### src/rtl/tx_timing_gen_if.sv
// tx_timing_gen_if
//   Bundles the trigger/config inputs and the timing outputs of the TX timing
//   generator so that the generator and its environment share one connection.
//
//   trigger    envelope detector output, asynchronous to the system clock
//   cfg_delay  clock_out periods from first clock_out rise to switch rise
//   cfg_len    clock_out periods switch stays high (0 = until trigger falls)
//   clock_out  trigger-aligned divided clock
//   switch     TX switch control
//   sym_tick   one-clock pulse whenever clock_out rises
//   busy       generator is not idle
//   done       one-clock pulse on normal burst completion
//   aborted    one-clock pulse when the trigger is lost mid-burst
//
//   slave  : the timing generator side
//   master : the environment side (drives trigger and configuration)
interface tx_timing_gen_if #(
  parameter int DW = 12,
  parameter int LW = 16
) ();

  logic          trigger;
  logic [DW-1:0] cfg_delay;
  logic [LW-1:0] cfg_len;
  logic          clock_out;
  logic          switch;
  logic          sym_tick;
  logic          busy;
  logic          done;
  logic          aborted;

  modport slave (
    input  trigger, cfg_delay, cfg_len,
    output clock_out, switch, sym_tick, busy, done, aborted
  );

  modport master (
    output trigger, cfg_delay, cfg_len,
    input  clock_out, switch, sym_tick, busy, done, aborted
  );

endinterface

### src/rtl/tx_timing_gen.sv
// tx_timing_gen
//   Trigger-aligned TX timing generator. The asynchronous envelope trigger is
//   synchronised and glitch-filtered; an accepted trigger starts a divided
//   clock whose first rising edge coincides with acceptance. After a latched
//   number of clock_out periods the TX switch is raised, held for a latched
//   number of periods (or until the trigger drops when the length is 0), and
//   the generator then waits in a hold-off state before it re-arms.
//
//   clock  in   system clock
//   reset  in   asynchronous, active-low reset
//   bus    slave modport of tx_timing_gen_if (trigger, cfg_delay, cfg_len in;
//          clock_out, switch, sym_tick, busy, done, aborted out)
module tx_timing_gen #(
  parameter int DIV_HALF    = 25,
  parameter int SYNC_STAGES = 2,
  parameter int MIN_PULSE   = 4,
  parameter int DW          = 12,
  parameter int LW          = 16,
  parameter int HOLDOFF_CYC = 64
) (
  input logic            clock,
  input logic            reset,
  tx_timing_gen_if.slave bus
);

  localparam int PW = (DW > LW) ? DW : LW;
  localparam int CW = (DIV_HALF > 1) ? $clog2(DIV_HALF) : 1;
  localparam int FW = $clog2(MIN_PULSE + 1);
  localparam int HW = (HOLDOFF_CYC > 1) ? $clog2(HOLDOFF_CYC) : 1;

  typedef enum logic [1:0] {IDLE, DELAY, ACTIVE, HOLDOFF} state_t;

  logic [SYNC_STAGES-1:0] sync_q;
  logic                   trigS;
  logic [FW-1:0]          fCnt_q, fCnt_d;
  logic                   trigF_q, trigF_d;

  state_t        state_q, state_d;
  logic [CW-1:0] divCnt_q, divCnt_d;
  logic [PW-1:0] perCnt_q, perCnt_d;
  logic [HW-1:0] holdCnt_q, holdCnt_d;
  logic [DW-1:0] delay_q, delay_d;
  logic [LW-1:0] len_q, len_d;
  logic          clockOut_q, clockOut_d;
  logic          switch_q, switch_d;
  logic          symTick_q, symTick_d;
  logic          done_q, done_d;
  logic          aborted_q, aborted_d;

  logic          divWrap;
  logic          clkRise;
  logic [PW-1:0] perNext;
  logic          endBurst;

  // Trigger synchroniser: plain shift chain, oldest sample is trigS.
  always_ff @(posedge clock or negedge reset) begin
    if (!reset) sync_q <= '0;
    else        sync_q <= {sync_q[SYNC_STAGES-2:0], bus.trigger};
  end

  assign trigS = sync_q[SYNC_STAGES-1];

  // Glitch filter: fCnt counts consecutive high samples; the MIN_PULSE-th
  // one sets trigF. Any low sample clears both immediately.
  always_comb begin
    fCnt_d  = '0;
    trigF_d = 1'b0;
    if (trigS) begin
      if (trigF_q || fCnt_q == FW'(MIN_PULSE - 1)) begin
        trigF_d = 1'b1;
        fCnt_d  = fCnt_q;
      end else begin
        fCnt_d = fCnt_q + 1'b1;
      end
    end
  end

  // State and output registers.
  always_ff @(posedge clock or negedge reset) begin
    if (!reset) begin
      fCnt_q     <= '0;
      trigF_q    <= 1'b0;
      state_q    <= IDLE;
      divCnt_q   <= '0;
      perCnt_q   <= '0;
      holdCnt_q  <= '0;
      delay_q    <= '0;
      len_q      <= '0;
      clockOut_q <= 1'b0;
      switch_q   <= 1'b0;
      symTick_q  <= 1'b0;
      done_q     <= 1'b0;
      aborted_q  <= 1'b0;
    end else begin
      fCnt_q     <= fCnt_d;
      trigF_q    <= trigF_d;
      state_q    <= state_d;
      divCnt_q   <= divCnt_d;
      perCnt_q   <= perCnt_d;
      holdCnt_q  <= holdCnt_d;
      delay_q    <= delay_d;
      len_q      <= len_d;
      clockOut_q <= clockOut_d;
      switch_q   <= switch_d;
      symTick_q  <= symTick_d;
      done_q     <= done_d;
      aborted_q  <= aborted_d;
    end
  end

  // Next-state logic. A burst end (normal or abort) is collected in endBurst
  // so that it overrides any divider activity on the same edge.
  always_comb begin
    state_d    = state_q;
    divCnt_d   = divCnt_q;
    perCnt_d   = perCnt_q;
    holdCnt_d  = holdCnt_q;
    delay_d    = delay_q;
    len_d      = len_q;
    clockOut_d = clockOut_q;
    switch_d   = switch_q;
    symTick_d  = 1'b0;
    done_d     = 1'b0;
    aborted_d  = 1'b0;
    endBurst   = 1'b0;

    divWrap = (divCnt_q == CW'(DIV_HALF - 1));
    clkRise = divWrap && !clockOut_q;
    perNext = (&perCnt_q) ? perCnt_q : perCnt_q + 1'b1;

    case (state_q)
      IDLE: begin
        clockOut_d = 1'b0;
        switch_d   = 1'b0;
        divCnt_d   = '0;
        perCnt_d   = '0;
        holdCnt_d  = '0;
        if (trigF_q) begin
          state_d    = DELAY;
          clockOut_d = 1'b1;
          symTick_d  = 1'b1;
          delay_d    = bus.cfg_delay;
          len_d      = bus.cfg_len;
          // Zero delay: the switch goes up with the very first clock_out rise.
          if (bus.cfg_delay == '0) begin
            state_d  = ACTIVE;
            switch_d = 1'b1;
          end
        end
      end

      DELAY, ACTIVE: begin
        divCnt_d = divWrap ? '0 : divCnt_q + 1'b1;
        if (divWrap) clockOut_d = !clockOut_q;
        if (clkRise) begin
          symTick_d = 1'b1;
          perCnt_d  = perNext;
        end
        if (state_q == DELAY) begin
          // Trigger loss wins over reaching the delay on the same edge.
          if (!trigF_q) begin
            endBurst  = 1'b1;
            aborted_d = 1'b1;
          end else if (clkRise && perNext == PW'(delay_q)) begin
            state_d  = ACTIVE;
            switch_d = 1'b1;
            perCnt_d = '0;
          end
        end else begin
          // Reaching the length wins over trigger loss on the same edge.
          if (clkRise && len_q != '0 && perNext == PW'(len_q)) begin
            endBurst = 1'b1;
            done_d   = 1'b1;
          end else if (!trigF_q) begin
            endBurst = 1'b1;
            if (len_q == '0) done_d    = 1'b1;
            else             aborted_d = 1'b1;
          end
        end
      end

      HOLDOFF: begin
        clockOut_d = 1'b0;
        switch_d   = 1'b0;
        if (trigF_q) begin
          holdCnt_d = '0;
        end else if (holdCnt_q == HW'(HOLDOFF_CYC - 1)) begin
          state_d   = IDLE;
          holdCnt_d = '0;
        end else begin
          holdCnt_d = holdCnt_q + 1'b1;
        end
      end

      default: state_d = IDLE;
    endcase

    if (endBurst) begin
      state_d    = HOLDOFF;
      clockOut_d = 1'b0;
      switch_d   = 1'b0;
      symTick_d  = 1'b0;
      divCnt_d   = '0;
      perCnt_d   = '0;
      holdCnt_d  = '0;
    end
  end

  assign bus.clock_out = clockOut_q;
  assign bus.switch    = switch_q;
  assign bus.sym_tick  = symTick_q;
  assign bus.busy      = (state_q != IDLE);
  assign bus.done      = done_q;
  assign bus.aborted   = aborted_q;

endmodule

### src/flat_wrapper.sv
// flat-port wrapper written by rule: the top's interface ports become plain ports
module tx_timing_gen_flat 
#(
  parameter int DIV_HALF    = 25,
  parameter int SYNC_STAGES = 2,
  parameter int MIN_PULSE   = 4,
  parameter int DW          = 12,
  parameter int LW          = 16,
  parameter int HOLDOFF_CYC = 64
)
  (clock, reset, bus_trigger, bus_cfg_delay, bus_cfg_len, bus_clock_out, bus_switch, bus_sym_tick, bus_busy, bus_done, bus_aborted);
  tx_timing_gen_if #(.DW(DW), .LW(LW)) bus_i ();
  input logic clock;
  input logic reset;
  input wire logic [$bits(bus_i.trigger)-1:0] bus_trigger;
  input wire logic [$bits(bus_i.cfg_delay)-1:0] bus_cfg_delay;
  input wire logic [$bits(bus_i.cfg_len)-1:0] bus_cfg_len;
  output wire logic [$bits(bus_i.clock_out)-1:0] bus_clock_out;
  output wire logic [$bits(bus_i.switch)-1:0] bus_switch;
  output wire logic [$bits(bus_i.sym_tick)-1:0] bus_sym_tick;
  output wire logic [$bits(bus_i.busy)-1:0] bus_busy;
  output wire logic [$bits(bus_i.done)-1:0] bus_done;
  output wire logic [$bits(bus_i.aborted)-1:0] bus_aborted;
  assign bus_i.trigger = bus_trigger;
  assign bus_i.cfg_delay = bus_cfg_delay;
  assign bus_i.cfg_len = bus_cfg_len;
  assign bus_clock_out = bus_i.clock_out;
  assign bus_switch = bus_i.switch;
  assign bus_sym_tick = bus_i.sym_tick;
  assign bus_busy = bus_i.busy;
  assign bus_done = bus_i.done;
  assign bus_aborted = bus_i.aborted;
  tx_timing_gen #(.DIV_HALF(DIV_HALF), .SYNC_STAGES(SYNC_STAGES), .MIN_PULSE(MIN_PULSE), .DW(DW), .LW(LW), .HOLDOFF_CYC(HOLDOFF_CYC)) u_core (.clock(clock), .reset(reset), .bus(bus_i));
endmodule
### config.mk
export PLATFORM = sky130hd
export DESIGN_NAME = tx_timing_gen_flat
export DESIGN_NICKNAME = d
export VERILOG_FILES = /design/src/rtl/tx_timing_gen_if.sv /design/src/rtl/tx_timing_gen.sv /design/src/flat_wrapper.sv
export SDC_FILE = /design/constraint.sdc
export NUM_CORES = 1
export LEC_CHECK = 0
export ABC_CLOCK_PERIOD_IN_PS = 4840
export CORE_ASPECT_RATIO = 1.4
export CORE_UTILIZATION = 59
export CTS_CLUSTER_SIZE = 25
export DETAILED_ROUTE_END_ITERATION = 10
export GPL_ROUTABILITY_DRIVEN = 0
export PLACE_DENSITY = 0.8
export SETUP_SLACK_MARGIN = 0.02
export SYNTH_ARGS = -nofsm -noshare
export SYNTH_HDL_FRONTEND = slang
export SYNTH_SLANG_ARGS = --single-unit
### constraint.sdc
create_clock -name clock -period 4.84 [get_ports clock]
set_clock_uncertainty 0.2 [all_clocks]
set_input_delay 0.968 -clock clock [delete_from_list [all_inputs] [get_ports clock]]
set_output_delay 0.968 -clock clock [all_outputs]
set_load 0.02 [all_outputs]
After elaboration in Yosys (flattened, before gate mapping)
Index checks and enable logic that the tools add are counted.

Add/subtract/negate cells: 4. Multiply operators: 0. Divide/modulo/power cells: 0. Order comparisons: 0. Equality and inequality tests: 16. Shift operators: 0. Multiplexer cells: 55. Bitwise logic cells: 0. Reduce and logical (&&, ||, !) cells: 18.

Operators with widths (number): $mux 16 (6); $pmux 16 s2 (1); $mux 1 (27); $mux 6 (3); $ne 3x1->1 const B (6); $add 16x1->16 const B (1); $eq 16x12->1 (1); $eq 16x16->1 (1); $logic_not 16->1 (1); $mux 2 (8); $reduce_and 16->1 (1); $reduce_bool 16->1 (1); $logic_not 12->1 (1); $pmux 6 s2 (1); $mux 5 (2); $pmux 5 s2 (1); $add 6x1->6 const B (1); $eq 6x6->1 const B (1); $mux 3 (2); $pmux 1 s3 (2); $pmux 2 s3 (1); $reduce_and 6->1 (1); $reduce_bool 3->1 (2); $add 5x1->5 const B (1); 16 further kinds (20).

Flip-flop bits (word level): 68. Latch bits: 0. RAM bits: 0. Memory bits (read-only): 0. Input port bits: 31. Output and inout bits: 6. Word-level logic and storage cells: 107. Memories: 0.

Depth between registers and ports, before layout
Gate-level depths: netlist (run 1).

Word-level depth: 9. Depth in mapped cells: 13. Depth with buffers taken out: 10.

Worst setup path before layout (run 1)
OpenSTA, ideal clock, no wires.

Kind: flip-flop to flip-flop. Start point: reg u_core.perCnt_q[15]. End point: reg u_core.clockOut_q (netlist: u_core.bus.clock_out). Library setup time: 0.125 ns. Arrival: 3.085 ns. Data required time: 4.515 ns. Path slack: 1.430 ns. Stages on the path, launching flop included: 12. Buffers on the path: 3. Period minus slack after synthesis: 3.410 ns. Path through: dfrtp_1 buf_2 and4_1 buf_2 a2111oi_2 xnor2_1 o22ai_1 or4_4 o41a_1 buf_2 nand3_2 mux2_2.

Cells in the longest elaborated chain, start to end: 8. Elaborated cells between the ends (all ways): 10. Classes of those cells: add/sub: 1; eq/ne: 2; mux: 5; reduce/logical: 2.

RTL lines: start: declaration (RTL line tx_timing_gen.sv:40) `logic [PW-1:0] perCnt_q, perCnt_d;`; start signal: assignment (RTL line tx_timing_gen.sv:99) `perCnt_q <= perCnt_d;`; $add 16x1->16 / $reduce_and 16->1 (equally long branches) (RTL line tx_timing_gen.sv:129) `perNext = (&perCnt_q) ? perCnt_q : perCnt_q + 1'b1;`; $mux 16 * (RTL line tx_timing_gen.sv:129); $eq 16x16->1 * (RTL line tx_timing_gen.sv:171) `if (clkRise && len_q != '0 && perNext == PW'(len_q)) begin`; $logic_and 1x1->1 * (RTL line tx_timing_gen.sv:171); $mux 1 * (RTL line tx_timing_gen.sv:171); $mux 1 * (RTL line tx_timing_gen.sv:159) `if (state_q == DELAY) begin`; $mux 1 * (RTL line tx_timing_gen.sv:131) `case (state_q)`; $ne 3x1->1 (no line) / $mux 1 (equally long branches); end signal: assignment (RTL line tx_timing_gen.sv:103) `clockOut_q <= clockOut_d;`; end: declaration (RTL line tx_timing_gen.sv:44) `logic clockOut_q, clockOut_d;`.

Every way passes the cells marked *; elsewhere a longest branch is shown, timed or not. A chain may end at the register's enable or synchronous reset.

Worst setup path in the final report (run 1)
Start point: reg u_core.perCnt_q[8]. End point: reg u_core.perCnt_q[7].

Cells in the longest elaborated chain, start to end: 9. Elaborated cells between the ends (all ways): 17. Classes of those cells: add/sub: 1; eq/ne: 2; mux: 10; reduce/logical: 4.

RTL lines: $add 16x1->16 / $reduce_and 16->1 (equally long branches) (RTL line tx_timing_gen.sv:129); $mux 16 * (RTL line tx_timing_gen.sv:129); $eq 16x12->1 (RTL line tx_timing_gen.sv:164) `end else if (clkRise && perNext == PW'(delay_q)) begin`; $logic_and 1x1->1 (RTL line tx_timing_gen.sv:164); $mux 16 (RTL line tx_timing_gen.sv:164); $mux 16 (RTL line tx_timing_gen.sv:161) `if (!trigF_q) begin`; $mux 16 (RTL line tx_timing_gen.sv:159); $pmux 16 s2 (RTL line tx_timing_gen.sv:131); $mux 16 (RTL line tx_timing_gen.sv:198) `if (endBurst) begin`.

Marked as above.

==> results of run 1 <==
==> final cells by class <==
cell class / instances / area (sq um) / share of cell area (%)
clock inverter: 2 / 35.0 / 0.653
sequential: 68 / 1700 / 31.7
multi-input combinational: 401 / 2830 / 52.8
tap: 100 / 125 / 2.33
timing repair buffer: 46 / 430 / 8.02
clock buffer: 12 / 155 / 2.89
inverter: 23 / 86.3 / 1.61
==> routing by layer <==
| metal | part of all wire (%) | routed length [um] | up-vias | global-route usage, % |
|---|---|---|---|---|
| met5 | 0 | 0 | - | 0 |
| met4 | 8.7 | 1240 | 0 | 29.9 |
| met3 | 9.0 | 1280 | 105 | 7.11 |
| met1 | 36 | 5050 | 2234 | 42.1 |
| met2 | 47 | 6630 | 351 | 57.8 |
| li1 | - | - | 2049 | - |
==> registers in the layout (all words and copies together) (netlist names) <==
register	count
u_core.len_q	16
u_core.perCnt_q	16
u_core.delay_q	12
u_core.holdCnt_q	6
u_core.divCnt_q	5
u_core.fCnt_q	3
u_core.state_q	2
u_core.sync_q	2
u_core.bus.aborted	1
u_core.bus.clock_out	1
u_core.bus.done	1
u_core.bus.switch	1
u_core.bus.sym_tick	1
u_core.trigF_q	1
==> power by group <==
part | internal, W | switching [W]
Clock | 0.000260 | 0.000211
Sequential | 0.000725 | 0.000223
Combinational | 0.000411 | 0.000553
==> cell families after synthesis <==
group	count (synthesis)	synth area share, %
DFF	68	35.1
adders and majority gates	12	3.10
AOI/OAI and AO/OA	114	17.3
muxes	33	7.57
buffers and inverters	65	6.45
xor gates and xnor gates	24	4.62
and+or+nand+nor	218	25.8
==> worst reg2reg max path, stage by stage (launching register included) <==
cell                        delay [ps]
sky130_fd_sc_hd__dfrtp_1           680
sky130_fd_sc_hd__nand4_1           300
sky130_fd_sc_hd__a2111oi_2         610
sky130_fd_sc_hd__xnor2_1           190
sky130_fd_sc_hd__o22ai_1           110
sky130_fd_sc_hd__or4_4             560
sky130_fd_sc_hd__o41a_1            710
sky130_fd_sc_hd__nand3_1           480
sky130_fd_sc_hd__o221ai_1          200
==> per-stage QoR <==
step                cells  total power (W)  setup slack, ps
floorplan             534          0.00158             1430
global placement      638          0.00185              868
detailed placement    638          0.00189              751
CTS                   652          0.00236              736
global route          652          0.00251              403
finish                652          0.00238              657
==> cell usage in the layout, fill, tap and decap left out, types with 9 or more instances in the layout <==
| cell | Yosys | layout |
|---|---|---|
| sky130_fd_sc_hd__inv_1 | 23 | 23 |
| sky130_fd_sc_hd__xnor2_1 | 13 | 13 |
| sky130_fd_sc_hd__nand4_1 | 28 | 28 |
| sky130_fd_sc_hd__o21ai_0 | 13 | 13 |
| sky130_fd_sc_hd__mux2_2 | 29 | 29 |
| sky130_fd_sc_hd__a31oi_1 | 9 | 9 |
| sky130_fd_sc_hd__nand2_1 | 44 | 44 |
| sky130_fd_sc_hd__nor4_1 | 17 | 17 |
| sky130_fd_sc_hd__dfrtp_1 | 68 | 68 |
| sky130_fd_sc_hd__clkbuf_8 | 0 | 11 |
| sky130_fd_sc_hd__clkdlybuf4s50_1 | 0 | 35 |
| sky130_fd_sc_hd__nor2_1 | 28 | 28 |
| sky130_fd_sc_hd__a21oi_1 | 19 | 19 |
| sky130_fd_sc_hd__nor3_1 | 12 | 12 |
| sky130_fd_sc_hd__ha_1 | 12 | 12 |
| sky130_fd_sc_hd__xor2_1 | 10 | 10 |
| sky130_fd_sc_hd__buf_4 | 7 | 10 |
| sky130_fd_sc_hd__nand3_1 | 31 | 31 |
==> worst max path at each step <==
stage	startpoint	end	cells past startpoint
finish	u_core.perCnt_q[8]$_DFFE_PN0P_	u_core.perCnt_q[7]$_DFFE_PN0P_	8
global placement	u_core.perCnt_q[8]$_DFFE_PN0P_	u_core.perCnt_q[7]$_DFFE_PN0P_	8
floorplan	u_core.perCnt_q[15]$_DFFE_PN0P_	u_core.bus.clock_out$_DFFE_PN0P_	11
CTS	u_core.perCnt_q[8]$_DFFE_PN0P_	u_core.perCnt_q[7]$_DFFE_PN0P_	8
detailed placement	u_core.perCnt_q[8]$_DFFE_PN0P_	u_core.perCnt_q[7]$_DFFE_PN0P_	8
global route	u_core.perCnt_q[8]$_DFFE_PN0P_	u_core.perCnt_q[14]$_DFFE_PN0P_	8
==> summary.json, run 1 <==
{
  "synthDistinctLibCells": {"value": 76},
  "relSlewSlack": {"value": 21.5, "unit": "%"},
  "final_count_of_negative_setup_slack_endpoints": {"value": 0},
  "port_buffers": {"value": 36},
  "ys_top_cells_by_area": {"value": "sky130_fd_sc_hd__dfrtp_1 (35%), sky130_fd_sc_hd__mux2_2 (6.7%), sky130_fd_sc_hd__nand4_1 (3.6%)"},
  "postSynthRegisterBits": {"value": 68},
  "rsz_0062_raised_after_global_routing": {"value": "false"},
  "layout_min_cycle_time": {"value": 4180, "unit": "ps"},
  "nets_finish": {"value": 592},
  "critPathCaptureType": {"value": "flop"},
  "rr_worst_depth": {"value": 8},
  "timing.hold.worst.class": {"value": "reg -> reg"},
  "regToRegSetupSlack": {"value": 660, "unit": "ps"},
  "crit_buf_inv": {"value": 0},
  "beginning_of_the_worst_hold_path": {"value": "u_core.sync_q[0]$_DFF_PN0_"},
  "cts_buffers": {"value": 9},
  "crit-reg2reg-launch": {"value": "u_core.perCnt_q[8]$_DFFE_PN0P_"},
  "slew_at_the_pin_closest_to_its_max_slew_limit": {"value": 1170, "unit": "ps"},
  "detailedRoute.firstPassIterationCount": {"value": 7},
  "vias": {"value": 4739},
  "run_status": {"value": "complete, no violations"},
  "number_of_cells_on_the_worst_hold_path": {"value": 0},
  "fin_crit_sh": {"value": 86.4, "unit": "%"},
  "cts.reportedPaths.clkPinSlew": {"value": 70, "unit": "ps"},
  "async_set_reset_flop_share_out_of_synthesis": {"value": 100, "unit": "%"},
  "max_clock_freq": {"value": 0.239, "unit": "GHz"},
  "postSynthCellCount": {"value": 534},
  "syn_avg_cell_area": {"value": 9.07, "unit": "sq um"},
  "path_delay_family": {"value": "compound AO/OA/AOI/OAI gates"},
  "chain_of_cells_forming_the_critical_path": {"value": "nand4_1, a2111oi_2, xnor2_1, o22ai_1, or4_4, o41a_1, nand3_1, o221ai_1"},
  "final_max_tran_viols": {"value": 0},
  "final_core_utilization": {"value": 68.4, "unit": "%"},
  "worst_hold_slack": {"value": 163, "unit": "ps"},
  "post_cts_buffers": {"value": 0},
  "post-route-drc-count": {"value": 0},
  "clock-sinks": {"value": 68},
  "timing.final.hold_violations": {"value": 0},
  "crit_slowest_cell": {"value": "sky130_fd_sc_hd__o41a_1"},
  "cts_hold_repair.buffers": {"value": 0},
  "maximum_number_of_pins_on_one_net_before_global_route_repair": {"value": 37},
  "dpl-instance-area": {"value": 0.00517, "unit": "sq mm"},
  "r2r_end": {"value": "u_core.perCnt_q[7]$_DFFE_PN0P_"},
  "ys.warnings.count": {"value": 0},
  "ys.flop_type": {"value": "sky130_fd_sc_hd__dfrtp_1"},
  "number_of_fillers_in_the_final_layout": {"value": 589},
  "fp.coreArea": {"value": 0.00785, "unit": "sq mm"},
  "drc_violation_total_after_the_first_tritonroute_iteration": {"value": 898},
  "root_buffer_cell": {"value": "sky130_fd_sc_hd__clkbuf_8"},
  "cts_tree": {"value": "yes"},
  "via_count_of_the_first_global_routing_pass": {"value": 4469},
  "hold-path-endpoint": {"value": "u_core.sync_q[1]$_DFF_PN0_"},
  "antenna_cells_inserted": {"value": 0},
  "worst_ep_required_time": {"value": 4860, "unit": "ps"},
  "leading_cell_types_by_count_after_synthesis": {"value": "sky130_fd_sc_hd__dfrtp_1 (68), sky130_fd_sc_hd__nand2_1 (44), sky130_fd_sc_hd__nand3_1 (31), sky130_fd_sc_hd__mux2_2 (29)"},
  "finish.instance_area": {"value": 0.00537, "unit": "sq mm"},
  "final.setup.tns": {"value": 0, "unit": "ps"},
  "cp-start-kind": {"value": "flop"},
  "area_growth": {"value": 10.7, "unit": "%"},
  "layout-drive-gt1-share": {"value": 13.0, "unit": "%"},
  "count_of_flip_flops_with_a_built_in_enable_after_synthesis": {"value": 0},
  "cp_max_fo": {"value": 19},
  "globalRouteOverflowTotal": {"value": 0},
  "worst-setup-path-type": {"value": "reg -> reg"},
  "global_route.usage.total": {"value": 36.3, "unit": "%"},
  "effective_utilization_at_floorplan": {"value": 61.8, "unit": "%"},
  "ioPinCount": {"value": 37},
  "die_x": {"value": 78.6, "unit": "um"},
  "cts-resized-gates": {"value": 0},
  "wl": {"value": 14200, "unit": "um"},
  "max_capacitance_violation_count": {"value": 0},
  "yosys.area.top_type_share": {"value": 35.1, "unit": "%"},
  "clock_path_buffers": {"value": 2},
  "syn_nets": {"value": 577},
  "power.static_leakage": {"value": 2.05, "unit": "nW"},
  "antenna_violating_nets_post_route": {"value": 0},
  "drt-wirelength-per-cell": {"value": 21.8, "unit": "um"},
  "grt_antenna_before_repair": {"value": 0},
  "worst_ir_drop_vdd": {"value": 0.499, "unit": "mV"},
  "chipHeight": {"value": 109, "unit": "um"},
  "placement_rows": {"value": 38},
  "place.detailed.hpwl": {"value": 10300, "unit": "um"},
  "yosys.cell_count.top_type": {"value": "sky130_fd_sc_hd__dfrtp_1"},
  "worst_skew_pair.late_latency": {"value": 370, "unit": "ps"},
  "synthDominantAreaCellType": {"value": "sky130_fd_sc_hd__dfrtp_1"},
  "die_area": {"value": 0.00858, "unit": "sq mm"},
  "vias_per_cell": {"value": 7.27},
  "cp_data_arrival_time": {"value": 4200, "unit": "ps"},
  "grt_first_pass_wirelength": {"value": 23200, "unit": "um"},
  "critPathMaxStageDelay": {"value": 710, "unit": "ps"},
  "synth.cell_area": {"value": 0.00485, "unit": "sq mm"},
  "synth.yosys.seq_area_share": {"value": 35.1, "unit": "%"},
  "cellPowerDensity": {"value": 444, "unit": "mW/mm^2"},
  "ctsHtreeMaxLevel": {"value": 3}
}
Note: power is estimated with default switching activity, not from simulation.
==> run 2: changes to the inputs <==
==> constraint.sdc (replaced) <==
create_clock -name clock -period 4.84 [get_ports clock]
set_clock_uncertainty 0.2 [all_clocks]
set_input_delay 1.452 -clock clock [delete_from_list [all_inputs] [get_ports clock]]
set_output_delay 1.452 -clock clock [all_outputs]
set_load 0.02 [all_outputs]
==> run 2 against run 1 <==
  * Worst setup slack worse by 51 ps
  * Die area stayed put
  * Sequential share of layout area is 0.052 points lower
  * Clock power is 1% lower
  * Total power is 0.30% lower
  * First-iteration DRC count is 18% lower
  * Cell count is 0.31% higher
  * Critical path type unchanged
  * Largest cell class unchanged
  * Largest power group unchanged
==> summary.json, run 2 (synthesis results as in run 1) <==
{
  "nets_finish": {"value": 593, "change": "was 592"},
  "finish.instance_area": {"value": 0.00537, "unit": "sq mm", "change": "about the same"},
  "cts-resized-gates": {"value": 0, "change": "unchanged"},
  "vias": {"value": 4628, "change": "was 4739"},
  "root_buffer_cell": {"value": "sky130_fd_sc_hd__clkbuf_8", "change": "unchanged"},
  "slew_at_the_pin_closest_to_its_max_slew_limit": {"value": 1190, "unit": "ps", "change": "was 1170 ps"},
  "die_area": {"value": 0.00858, "unit": "sq mm", "change": "unchanged"},
  "sw_frac_of_total": {"value": 41.7, "unit": "%", "change": "was 41.4%"},
  "chipHeight": {"value": 109, "unit": "um", "change": "unchanged"},
  "worst_ep_required_time": {"value": 4870, "unit": "ps", "change": "was 4860 ps"},
  "rsz_0062_raised_after_global_routing": {"value": "false", "change": "unchanged"},
  "via_count_of_the_first_global_routing_pass": {"value": 4431, "change": "was 4469"},
  "placedCellCount": {"value": 639, "change": "was 638"},
  "final.setup.tns": {"value": 0, "unit": "ps", "change": "unchanged"},
  "antenna_violating_nets_post_route": {"value": 0, "change": "unchanged"},
  "worst_ir_drop_vdd": {"value": 0.516, "unit": "mV", "change": "was 0.499 mV"},
  "cp_max_fo": {"value": 18, "change": "was 19"},
  "placement_rows": {"value": 38, "change": "unchanged"},
  "worst_hold_slack": {"value": 160, "unit": "ps", "change": "was 163 ps"},
  "power.static_leakage": {"value": 2.04, "unit": "nW", "change": "was 2.05 nW"},
  "relSlewSlack": {"value": 20.7, "unit": "%", "change": "was 21.5%"},
  "cellPowerDensity": {"value": 442, "unit": "mW/mm^2", "change": "was 444 mW/mm^2"},
  "drc_violation_total_after_the_first_tritonroute_iteration": {"value": 740, "change": "was 898"},
  "drt-wirelength-per-cell": {"value": 21.9, "unit": "um", "change": "was 21.8 um"},
  "ctsHtreeMaxLevel": {"value": 3, "change": "unchanged"},
  "cts.reportedPaths.clkPinSlew": {"value": 80, "unit": "ps", "change": "was 70 ps"},
  "power.internal": {"value": 0.00138, "unit": "W", "change": "was 0.00140 W"},
  "ioPinCount": {"value": 37, "change": "unchanged"},
  "final_max_tran_viols": {"value": 0, "change": "unchanged"},
  "number_of_fillers_in_the_final_layout": {"value": 638, "change": "was 589"},
  "cts_hold_repair.buffers": {"value": 0, "change": "unchanged"},
  "reg_top3": {"value": "u_core.len_q (16), u_core.perCnt_q (16), u_core.delay_q (12)", "change": "unchanged"},
  "timing.final.hold_violations": {"value": 0, "change": "unchanged"},
  "layout_min_cycle_time": {"value": 4230, "unit": "ps", "change": "was 4180 ps"},
  "global_route.usage.total": {"value": 36.0, "unit": "%", "change": "was 36.3%"},
  "vias_per_cell": {"value": 7.08, "change": "was 7.27"},
  "place.detailed.hpwl": {"value": 10300, "unit": "um", "change": "about the same"},
  "share_clk_of_total_power": {"value": 19.6, "unit": "%", "change": "was 19.7%"},
  "fin_crit_sh": {"value": 87.5, "unit": "%", "change": "was 86.4%"},
  "max_clock_freq": {"value": 0.236, "unit": "GHz", "change": "was 0.239 GHz"},
  "layout.cells.most_common": {"value": "sky130_fd_sc_hd__dfrtp_1", "change": "unchanged"},
  "comb_power_share": {"value": 40.4, "unit": "%", "change": "was 40.5%"},
  "wl": {"value": 14300, "unit": "um", "change": "was 14200 um"},
  "layout-drive-gt1-share": {"value": 13.4, "unit": "%", "change": "was 13.0%"},
  "grt_antenna_before_repair": {"value": 0, "change": "unchanged"},
  "power_frac_seq": {"value": 40.0, "unit": "%", "change": "was 39.8%"},
  "post-route-drc-count": {"value": 0, "change": "unchanged"},
  "port_buffers": {"value": 36, "change": "unchanged"},
  "post_cts_buffers": {"value": 0, "change": "unchanged"},
  "final_count_of_negative_setup_slack_endpoints": {"value": 0, "change": "unchanged"},
  "detailedRoute.firstPassIterationCount": {"value": 6, "change": "was 7"},
  "worst_skew_pair.late_latency": {"value": 370, "unit": "ps", "change": "about the same"},
  "cp_data_arrival_time": {"value": 4260, "unit": "ps", "change": "was 4200 ps"},
  "dpl-instance-area": {"value": 0.00518, "unit": "sq mm", "change": "was 0.00517 sq mm"},
  "globalRouteOverflowTotal": {"value": 0, "change": "unchanged"},
  "cp-start-kind": {"value": "flop", "change": "unchanged"},
  "cts_tree": {"value": "yes", "change": "unchanged"},
  "die_x": {"value": 78.6, "unit": "um", "change": "unchanged"},
  "critPathCaptureType": {"value": "flop", "change": "unchanged"},
  "run_status": {"value": "complete, no violations", "change": "unchanged"},
  "max_capacitance_violation_count": {"value": 0, "change": "unchanged"},
  "maximum_number_of_pins_on_one_net_before_global_route_repair": {"value": 36, "change": "was 37"},
  "power_switching": {"value": 0.000990, "unit": "W", "change": "was 0.000986 W"},
  "effective_utilization_at_floorplan": {"value": 61.8, "unit": "%", "change": "unchanged"},
  "antenna_cells_inserted": {"value": 0, "change": "unchanged"},
  "clock_path_buffers": {"value": 2, "change": "unchanged"},
  "area_growth": {"value": 10.9, "unit": "%", "change": "was 10.7%"},
  "grt_first_pass_wirelength": {"value": 23100, "unit": "um", "change": "was 23200 um"},
  "worst-setup-path-type": {"value": "reg -> reg", "change": "unchanged"},
  "fp.coreArea": {"value": 0.00785, "unit": "sq mm", "change": "unchanged"},
  "clock-sinks": {"value": 68, "change": "unchanged"},
  "timing.hold.worst.class": {"value": "reg -> reg", "change": "unchanged"},
  "cts_buffers": {"value": 9, "change": "unchanged"},
  "final_cell_mix": {"value": "sky130_fd_sc_hd__dfrtp_1 (68), sky130_fd_sc_hd__nand2_1 (44), sky130_fd_sc_hd__clkdlybuf4s50_1 (35), sky130_fd_sc_hd__nand3_1 (31), sky130_fd_sc_hd__mux2_2 (29)", "change": "unchanged"},
  "final_cells": {"value": 654, "change": "was 652"}
}
run 2: changes by cell type in the layout (fill, tap and decap cells not counted):
cell	change
sky130_fd_sc_hd__clkbuf_8	-1
sky130_fd_sc_hd__buf_4	+1
sky130_fd_sc_hd__clkinvlp_4	+2
run 2: layer usage:
layer  part of all wire (%)  track usage (%)  up-vias
li1                       -                -     2049
met1                     37             42.3     2213
met2                     49             59.2      284
met3                    7.9             8.28       82
met4                    6.2             22.5        0
met5                      0                0        -
run 2: worst paths after layout:
| kind | start | to | slack [ps] | cells past startpoint |
|---|---|---|---|---|
| worst max-delay path | u_core.perCnt_q[0]$_DFFE_PN0P_ | u_core.perCnt_q[7]$_DFFE_PN0P_ | 610 | 11 |
| worst min-delay path | u_core.sync_q[0]$_DFF_PN0_ | u_core.sync_q[1]$_DFF_PN0_ | 160 | 0 |
| worst max register to register | u_core.perCnt_q[0]$_DFFE_PN0P_ | u_core.perCnt_q[7]$_DFFE_PN0P_ | 610 | 11 |
| worst min register to register | u_core.sync_q[0]$_DFF_PN0_ | u_core.sync_q[1]$_DFF_PN0_ | 160 | 0 |
| max in group asynchronous | reset | u_core.divCnt_q[1]$_DFFE_PN0P_ | 2570 | 2 |
| min in group asynchronous | reset | u_core.sync_q[0]$_DFF_PN0_ | 950 | 1 |
run 2: worst max-delay path: stages, from the launching register on:
cell                       delay, ps
sky130_fd_sc_hd__dfrtp_1         550
sky130_fd_sc_hd__ha_1            280
sky130_fd_sc_hd__buf_4           200
sky130_fd_sc_hd__nand4_1          80
sky130_fd_sc_hd__or4_1           400
sky130_fd_sc_hd__buf_4           200
sky130_fd_sc_hd__a21oi_1         180
sky130_fd_sc_hd__xor2_1           90
sky130_fd_sc_hd__or4_4           510
sky130_fd_sc_hd__o41a_1          700
sky130_fd_sc_hd__nand3_1         490
sky130_fd_sc_hd__o221ai_1        190
run 2: through the flow:
step	util (%)	power, W	setup slack, ps
after floorplan	-	0.00158	1430
after global placement	66.1	0.00184	739
after detailed placement	66.1	0.00189	699
after CTS	68.5	0.00235	691
after global routing	68.5	0.00250	323
final	68.5	0.00237	606
run 2: final cells by class:
class	count	area [sq um]	share of cell area, %
repair buffers	47	438	8.15
well taps	100	125	2.33
flip-flops and latches	68	1700	31.7
clock inverters	4	50.0	0.931
clock buffers	11	141	2.63
multi-input cells	401	2830	52.7
inverters	23	86.3	1.61
run 2: power by group through the flow:
stage	sequential [W]	clock [W]	combinational [W]
2_1_floorplan	0.000862	0	0.000720
3_3_place_gp	0.000943	0	0.000901
3_5_place_dp	0.000947	0	0.000938
4_1_cts	0.000937	0.000474	0.000944
5_1_grt	0.000958	0.000493	0.00105
6_report	0.000951	0.000465	0.000958
